<file path="src/rtl/fractal_pkg.sv">
// -----------------------------------------------------------------------------
// fractal_pkg
//   Shared definitions for the fractal coordinate scheduler blocks:
//   default coordinate / dimension widths and the scheduler FSM encoding.
// -----------------------------------------------------------------------------
package fractal_pkg;

  // Signed fixed-point coordinate width (Q4.28) and frame dimension width.
  localparam int COORD_W = 32;
  localparam int DIM_W   = 11;

  // Scheduler FSM encoding.
  localparam logic [1:0] ST_IDLE = 2'd0;
  localparam logic [1:0] ST_LOAD = 2'd1;
  localparam logic [1:0] ST_RUN  = 2'd2;
  localparam logic [1:0] ST_DONE = 2'd3;

endpackage

</file>
<file path="src/rtl/fractal_pixel_counter.sv">
// -----------------------------------------------------------------------------
// fractal_pixel_counter
//   Column / row position of the pixel currently offered to the compute core.
//   Ports:
//     clk_i, rst_ni      clock, asynchronous active-low reset
//     clear_i            restart at pixel (0,0)
//     advance_i          current pixel accepted, move to the next one
//     width_i, height_i  frame dimensions (nonzero while counting)
//     col_o, row_o       current position
//     eol_o              current pixel is the last of its line
//     last_o             current pixel is the last of the frame
// -----------------------------------------------------------------------------
module fractal_pixel_counter
  import fractal_pkg::*;
#(
  parameter int CNT_W = DIM_W
) (
  input  logic             clk_i,
  input  logic             rst_ni,
  input  logic             clear_i,
  input  logic             advance_i,
  input  logic [CNT_W-1:0] width_i,
  input  logic [CNT_W-1:0] height_i,
  output logic [CNT_W-1:0] col_o,
  output logic [CNT_W-1:0] row_o,
  output logic             eol_o,
  output logic             last_o
);

  logic [CNT_W-1:0] col_q, col_d;
  logic [CNT_W-1:0] row_q, row_d;
  logic [CNT_W-1:0] col_max;
  logic [CNT_W-1:0] row_max;

  assign col_max = width_i - CNT_W'(1);
  assign row_max = height_i - CNT_W'(1);

  assign eol_o  = (col_q == col_max);
  assign last_o = eol_o && (row_q == row_max);
  assign col_o  = col_q;
  assign row_o  = row_q;

  always_comb begin
    col_d = col_q;
    row_d = row_q;
    if (clear_i) begin
      col_d = '0;
      row_d = '0;
    end else if (advance_i) begin
      if (last_o) begin
        col_d = '0;
        row_d = '0;
      end else if (eol_o) begin
        col_d = '0;
        row_d = row_q + CNT_W'(1);
      end else begin
        col_d = col_q + CNT_W'(1);
      end
    end
  end

  always_ff @(posedge clk_i or negedge rst_ni) begin
    if (!rst_ni) begin
      col_q <= '0;
      row_q <= '0;
    end else begin
      col_q <= col_d;
      row_q <= row_d;
    end
  end

endmodule

</file>
<file path="src/rtl/fractal_scheduler.sv">
// -----------------------------------------------------------------------------
// fractal_scheduler
//   Walks a width x height pixel grid and streams the complex-plane coordinate
//   of every pixel to a compute core over a valid/ready handshake.
//   Ports:
//     aclk, aresetn            clock, asynchronous active-low reset
//     cfg_width, cfg_height    frame size in pixels / lines
//     cfg_x0, cfg_y0           coordinate of the top-left pixel
//     cfg_dx, cfg_dy           real step per pixel, imaginary step per line
//     cfg_start                level request for a frame
//     cfg_continuous           start the next frame right after this one
//     busy                     frame in progress (LOAD, RUN, DONE)
//     frame_done               one-cycle pulse after the last pixel
//     m_valid/m_ready          coordinate stream handshake
//     m_cr, m_ci               pixel coordinate
//     m_sof, m_eol             first pixel of frame / last pixel of line
// -----------------------------------------------------------------------------
module fractal_scheduler #(
  parameter int COORD_W = fractal_pkg::COORD_W,
  parameter int DIM_W   = fractal_pkg::DIM_W
) (
  input  logic               aclk,
  input  logic               aresetn,
  input  logic [DIM_W-1:0]   cfg_width,
  input  logic [DIM_W-1:0]   cfg_height,
  input  logic [COORD_W-1:0] cfg_x0,
  input  logic [COORD_W-1:0] cfg_y0,
  input  logic [COORD_W-1:0] cfg_dx,
  input  logic [COORD_W-1:0] cfg_dy,
  input  logic               cfg_start,
  input  logic               cfg_continuous,
  output logic               busy,
  output logic               frame_done,
  output logic               m_valid,
  input  logic               m_ready,
  output logic [COORD_W-1:0] m_cr,
  output logic [COORD_W-1:0] m_ci,
  output logic               m_sof,
  output logic               m_eol
);

  import fractal_pkg::*;

  logic [1:0]         state_q, state_d;
  logic [DIM_W-1:0]   width_q, height_q;
  logic [COORD_W-1:0] x0_q, dx_q, dy_q;
  logic [COORD_W-1:0] cr_q, ci_q;

  logic               dims_ok;
  logic               load_en;
  logic               xfer;
  logic [DIM_W-1:0]   col, row;
  logic               eol, last;

  // A zero dimension would describe an empty frame; such requests are ignored.
  assign dims_ok = (cfg_width != '0) && (cfg_height != '0);
  assign load_en = (state_q == ST_LOAD);
  assign m_valid = (state_q == ST_RUN);
  assign xfer    = m_valid && m_ready;

  fractal_pixel_counter #(
    .CNT_W (DIM_W)
  ) u_pixel_counter (
    .clk_i     (aclk),
    .rst_ni    (aresetn),
    .clear_i   (load_en),
    .advance_i (xfer),
    .width_i   (width_q),
    .height_i  (height_q),
    .col_o     (col),
    .row_o     (row),
    .eol_o     (eol),
    .last_o    (last)
  );

  always_comb begin
    state_d = state_q;
    case (state_q)
      ST_IDLE: if (cfg_start && dims_ok) state_d = ST_LOAD;
      ST_LOAD: state_d = ST_RUN;
      ST_RUN:  if (xfer && last) state_d = ST_DONE;
      ST_DONE: state_d = (cfg_continuous && cfg_start && dims_ok) ? ST_LOAD : ST_IDLE;
      default: state_d = ST_IDLE;
    endcase
  end

  always_ff @(posedge aclk or negedge aresetn) begin
    if (!aresetn) begin
      state_q  <= ST_IDLE;
      width_q  <= '0;
      height_q <= '0;
      x0_q     <= '0;
      dx_q     <= '0;
      dy_q     <= '0;
      cr_q     <= '0;
      ci_q     <= '0;
    end else begin
      state_q <= state_d;
      if (load_en) begin
        // Shadow copies isolate the running frame from cfg changes.
        width_q  <= cfg_width;
        height_q <= cfg_height;
        x0_q     <= cfg_x0;
        dx_q     <= cfg_dx;
        dy_q     <= cfg_dy;
        cr_q     <= cfg_x0;
        ci_q     <= cfg_y0;
      end else if (xfer) begin
        if (eol) begin
          cr_q <= x0_q;
          // Imaginary axis decreases downwards; no update after the last line.
          if (!last) ci_q <= ci_q - dy_q;
        end else begin
          cr_q <= cr_q + dx_q;
        end
      end
    end
  end

  assign busy       = (state_q != ST_IDLE);
  assign frame_done = (state_q == ST_DONE);
  assign m_cr       = cr_q;
  assign m_ci       = ci_q;
  // Gated with m_valid so both flags read 0 outside RUN (including reset).
  assign m_sof      = m_valid && (col == '0) && (row == '0);
  assign m_eol      = m_valid && eol;

endmodule

</file>
<file path="config.mk">
export PLATFORM = sky130hd
export DESIGN_NAME = fractal_scheduler
export DESIGN_NICKNAME = d
export VERILOG_FILES = /design/src/rtl/fractal_pkg.sv /design/src/rtl/fractal_pixel_counter.sv /design/src/rtl/fractal_scheduler.sv
export SDC_FILE = /design/constraint.sdc
export NUM_CORES = 1
export LEC_CHECK = 0
export CORE_MARGIN = 2
export CORE_UTILIZATION = 50
export CTS_BUF_LIST = sky130_fd_sc_hd__clkbuf_2
export CTS_CLUSTER_SIZE = 12
export DETAILED_ROUTE_END_ITERATION = 7
export HOLD_SLACK_MARGIN = 0.15
export PLACE_DENSITY_LB_ADDON = 0.3
export SLEW_MARGIN = 0
export SYNTH_ARGS = -nofsm -noshare
export SYNTH_HDL_FRONTEND = slang
export SYNTH_SLANG_ARGS = --single-unit
</file>
<file path="constraint.sdc">
create_clock -name aclk -period 8.7 [get_ports aclk]
set_input_delay 2.175 -clock aclk [delete_from_list [all_inputs] [get_ports aclk]]
set_output_delay 2.175 -clock aclk [all_outputs]
set_load 0.1 [all_outputs]
</file>
==> qor.csv, run 1 <==
stage,metric,value,unit
logic_synthesis,synthesized instance count,1412,
clocking,clock buffer depth,3,
logic_synthesis,Ys Warns,0,
sta,Final min period,7260,ps
layout,share of layout cells above drive strength 1,0.1072,
clocking,CTS H-tree depth,2,
logic_synthesis,Synth area leaders,"dfrtp_1 (40%), ha_1 (7.1%), o21ai_0 (5.5%)",
worst_setup_path,Required @ worst endpoint,6530,ps
run,max-cap violations,0,
layout,area grow syn2layout,22.17,%
floorplanning,row cnt,58,
sta,Setup Skew,59.58,ps
clocking,CTS tree,done,
detailed_routing,DRT iter0 DRCs,693,
grt,largest net degree at the start of global routing,96,
floorplanning,Die ar.,27040,µm²
logic_synthesis,Syn Area/Cell,9.114,µm²
logic_synthesis,Yosys top cell area share,0.4006,
placed_design,hpwl dp,23480,µm
sta,Final Hold Viols,0,
logic_synthesis,Synth area leader,dfrtp_1,
grt,gr usage total,0.2450,
logic_synthesis,synthesized flop and latch total,206,
logic_synthesis,Syn Nets,1642,
worst_setup_path,Worst Path Max Fanout,48,
logic_synthesis,Netlist cell types,84,
sta,measured slew at the worst slew-check pin,1062,ps
detailed_routing,DR vias,11251,
sta,Final Slew Violations,0,
clocking,CTS-repair resized insts,0,
floorplanning,core area,25250,µm²
logic_synthesis,"EDFF count, synth",0,
clocking,CTS sink count,206,
grt,initial antenna violation count,2,
sta,final setup fails,0,
worst_setup_path,CP startpoint kind,flip-flop,
floorplanning,Die Wd,164.4,µm
placed_design,port buffer count,223,
layout,nets@finish,1858,
outcome,status,"finished, final reports clean",
layout,"commonest non-fill, non-tap cell in the layout",clkdlybuf4s50_1,
logic_synthesis,mapped cell area,12870,µm²
sta,Setup TNS Final,0,ps
clocking,Post-CTS Setup Inserts,0,
worst_hold_path,Worst Hold Class,reg -> reg,
logic_synthesis,Async SR Flop Fraction,1.000,
floorplanning,die height,164.4,µm
layout,final-layout fill cell count,2213,
sta,hold slack final,516.6,ps
logic_synthesis,share of the yosys chip area belonging to registers,0.4006,
sta,RSZ-0062 raised after global routing,no,
clocking,worst-skew pair later-pin latency,850,ps
layout,register area,5155,µm²
placed_design,Placed Area,15240,µm²
detailed_routing,final routed wire length divided by cell count,16.45,µm
sta,relative slew slack,0.2918,
detailed_routing,number of routed nets with antenna violations,0,
worst_setup_path,Crit. End Element,output port,
worst_setup_path,CP arrival,5090,ps
placed_design,placed insts,1900,
clocking,number of buffers created by CTS,56,
detailed_routing,final WL,32920,µm
logic_synthesis,Post-synth top flop,dfrtp_1,
layout,"commonest cells after routing, fill and taps aside","clkdlybuf4s50_1 (222), dfrtp_1 (206), o21ai_0 (141)",
clocking,Root Buffer,clkbuf_2,
floorplanning,Initial Util,0.5096,
floorplanning,# IOs,224,
grt,GR Overflow Total,0,
grt,global-route wire length before repair,53990,µm
clocking,"CTS clk-pin slew, worst paths",90,ps
sta,period utilisation layout,0.8345,
layout,multi-input combinational cell area,7036,µm²
clocking,hold buffers post-CTS,0,
placed_design,GPL Wtd Cong,0.9135,
grt,vias in the first global route,11023,
detailed_routing,Via density,5.623,
worst_setup_path,Setup Crit Path Kind,reg -> out,
detailed_routing,Pre-Repair DR Iteration Count,5,
sta,Peak Freq,0.1377,GHz
detailed_routing,DRC errors left,0,
layout,Finished Cell Area,15720,µm²
layout,final cell count without fillers,2001,
==> final cells by class <==
cell class                 instances  share of cell area
multi-input combinational       1045              0.4475
sequential                       206              0.3279
timing repair buffer             233              0.1470
tap                              330             0.02626
clock buffer                      81             0.02579
inverter                          86             0.02053
clock inverter                    18            0.004696
antenna                            2           0.0003183
==> routing by layer <==
metal | track usage | share of wire | vias to the layer above
met1 | 0.3280 | 0.45 | 5376
met3 | 0.04018 | 0.059 | 47
met2 | 0.4148 | 0.48 | 322
met4 | 0.06403 | 0.015 | 0
li1 | - | - | 5506
met5 | 0 | 0 | -
==> critical path, stage by stage, from the launching register on <==
cell and delay, ps:
dfrtp_1 470, or4_4 600, o22ai_1 240, o311ai_1 160, or4_1 720, nor2_8 170, buf_4 530, and2_1 230
clkdlybuf4s50_1 1140
==> worst paths after layout <==
path                             from  depth (start not counted)       end  slack (ps)
max in group asynchronous     aresetn                          2  m_cr[15]        6040
min                           dx_q[3]                          1   dx_q[3]         520
max                        width_q[3]                          8     m_eol        1440
max reg2reg                width_q[3]                         10  m_ci[30]        4280
min in group asynchronous     aresetn                          1   m_ci[9]        1300
min reg2reg                   dx_q[3]                          1   dx_q[3]         520
==> cells in the mapped netlist, drive strengths merged, types with 11 or more instances <==
cell type	count
a21oi	106
mux2i	19
o21a	12
ha	73
buf	21
a211oi	14
inv	86
nand2	138
o21ai	160
dfrtp	206
nand3	42
a21o	34
nor4	17
and3	12
o211ai	14
xor2	45
xnor2	33
nand4	11
mux2	60
clkbuf	54
nor2b	12
nor2	87
nor3	26
==> registers in the layout, summed over array words and instances, names as in the netlist <==
name,flops
x0_q,32
m_ci,32
u_pixel_counter.row_o,11
dx_q,32
height_q,11
u_pixel_counter.col_o,11
dy_q,32
m_cr,32
width_q,11
state_q,2
==> cells by family after synthesis <==
| group | Yosys count | share of synthesized area |
|---|---|---|
| flip-flops | 206 | 0.4006 |
| XOR/XNOR | 78 | 0.05309 |
| adder cells (fa/ha/maj) | 75 | 0.07409 |
| buffers and inverters | 161 | 0.05367 |
| AND/OR/NAND/NOR | 391 | 0.1482 |
| multiplexers | 79 | 0.06728 |
| AO/OA/AOI/OAI | 422 | 0.2031 |
==> stage by stage <==
stage,worst slack [ps],util
3_5_place_dp,2302,0.6033
6_report,1440,0.6225
5_1_grt,1211,0.6225
4_1_cts,1346,0.6223
3_3_place_gp,2348,0.6033
2_1_floorplan,2693,-
Power of run 1 is left out: the tool's default activity adds up to more than one toggle a clock period on the data nets, which glitch-free logic cannot reach.
==> run 2, diff against run 1 <==
- clock period: 8.7 -> 6.82 ns (I/O delays scaled with it)
==> qor.csv, run 2 (synthesis gave the netlist of run 1 again) <==
stage,metric,value,unit
layout,share of layout cells above drive strength 1,0.1038,
worst_setup_path,flop-to-flop setup slack,2420,ps
grt,GR Overflow Total,0,
sta,Setup Skew,79.17,ps
clocking,CTS tree,done,
floorplanning,Die Wd,164.4,µm
worst_setup_path,worst r2r src,width_q[3],
clocking,CTS H-tree depth,2,
worst_setup_path,FF-to-FF path depth,10,
layout,Finished Cell Area,15680,µm²
grt,met3 usage in global routing,0.04119,
grt,GR Util met1,0.3293,
grt,largest net degree at the start of global routing,108,
outcome,status,"finished, final reports clean",
worst_setup_path,Setup Crit Path Kind,reg -> out,
worst_setup_path,crit path to,m_eol,
worst_setup_path,worst setup path start,width_q[3],
worst_setup_path,Worst Path Max Fanout,8,
clocking,number of buffers created by CTS,55,
grt,initial antenna violation count,3,
grt,global-route wire length before repair,53540,µm
detailed_routing,DRC errors left,0,
detailed_routing,DR vias,11292,
sta,Final Slew Violations,0,
clocking,clock buffer depth,3,
clocking,worst-skew pair later-pin latency,880,ps
detailed_routing,final routed wire length divided by cell count,16.62,µm
layout,area grow syn2layout,21.81,%
clocking,CTS-repair resized insts,0,
placed_design,port buffer count,223,
placed_design,GPL Wtd Cong,0.8994,
worst_setup_path,CP arrival,3630,ps
floorplanning,core area,25250,µm²
worst_setup_path,CP startpoint kind,flip-flop,
layout,nets@finish,1853,
floorplanning,# IOs,224,
detailed_routing,Pre-Repair DR Iteration Count,5,
worst_setup_path,Crit. End Element,output port,
grt,gr usage total,0.2432,
sta,Final min period,5331,ps
detailed_routing,final WL,33070,µm
sta,final setup fails,0,
grt,vias in the first global route,10984,
sta,Setup TNS Final,0,ps
floorplanning,die height,164.4,µm
sta,relative slew slack,0.2993,
clocking,Post-CTS Setup Inserts,0,
clocking,"CTS clk-pin slew, worst paths",100,ps
placed_design,hpwl dp,23670,µm
placed_design,Placed Area,15220,µm²
worst_hold_path,cell count of the worst hold path,1,
layout,"commonest non-fill, non-tap cell in the layout",clkdlybuf4s50_1,
floorplanning,Initial Util,0.5096,
worst_setup_path,FF-to-FF End,m_ci[30],
run,max-cap violations,0,
sta,Peak Freq,0.1876,GHz
worst_hold_path,Worst Hold Class,reg -> reg,
grt,met2 Use GR,0.4049,
floorplanning,Die ar.,27040,µm²
sta,Final Hold Viols,0,
sta,period utilisation layout,0.7817,
worst_setup_path,Required @ worst endpoint,5120,ps
layout,"commonest cells after routing, fill and taps aside","clkdlybuf4s50_1 (221), dfrtp_1 (206), o21ai_0 (141)",
floorplanning,row cnt,58,
sta,RSZ-0062 raised after global routing,no,
sta,measured slew at the worst slew-check pin,1048,ps
clocking,hold buffers post-CTS,0,
detailed_routing,number of routed nets with antenna violations,0,
grt,Top Usage Layer GRT,met2,
clocking,Root Buffer,clkbuf_2,
detailed_routing,Via density,5.674,
clocking,CTS sink count,206,
detailed_routing,DRT iter0 DRCs,721,
run 2: cell count changes in the layout (fill, tap and decap cells not counted), sizes merged:
cell | previous run | this run
buf | 10 | 7
inv | 88 | 87
clkbuf | 82 | 80
clkdlybuf4s50 | 222 | 221
diode | 2 | 3
clkinv | 16 | 9
clkinvlp | 0 | 2
run 2: worst min-delay path by stage:
stage	from	endpoint
2_1_floorplan	x0_q[22]	x0_q[22]
3_3_place_gp	x0_q[22]	x0_q[22]
3_5_place_dp	x0_q[22]	x0_q[22]
4_1_cts	x0_q[22]	x0_q[22]
5_1_grt	dx_q[22]	dx_q[22]
6_report	x0_q[8]	x0_q[8]
run 2: layout make-up:
cell class | instances | area (µm²)
clock inverters | 12 | 55.05
multi-input cells | 1045 | 7036
clock buffers | 79 | 395.4
well taps | 330 | 412.9
diodes | 3 | 7.507
fillers | 2207 | 9579
flip-flops and latches | 206 | 5155
inverters | 86 | 322.8
repair buffers | 229 | 2291
run 2: stage by stage:
stage          std cells  setup slack [ps]    util  hold WS (ps)
5_1_grt             1990              1299  0.6207         540.5
3_3_place_gp        1896              2239  0.6026         489.2
4_1_cts             1987              1415  0.6204         517.7
3_5_place_dp        1896              2207  0.6026         495.7
6_report            1990              1489  0.6207         516.8
2_1_floorplan       1412              1283       -         480.3
run 2: metal layers:
| metal | up-vias | part of all wire |
|---|---|---|
| li1 | 5495 | - |
| met1 | 5422 | 0.45 |
| met2 | 322 | 0.47 |
| met3 | 53 | 0.061 |
| met4 | 0 | 0.020 |
| met5 | - | 0 |
run 2: critical path, cell delays in order (launching register included):
cell and delay (ps):
dfrtp_1 470, or4_4 590, o22ai_1 190, o311ai_1 110, or4_1 750, nor2_8 190, and2_1 190, buf_4 310
Power of run 2 is left out for the same reason.
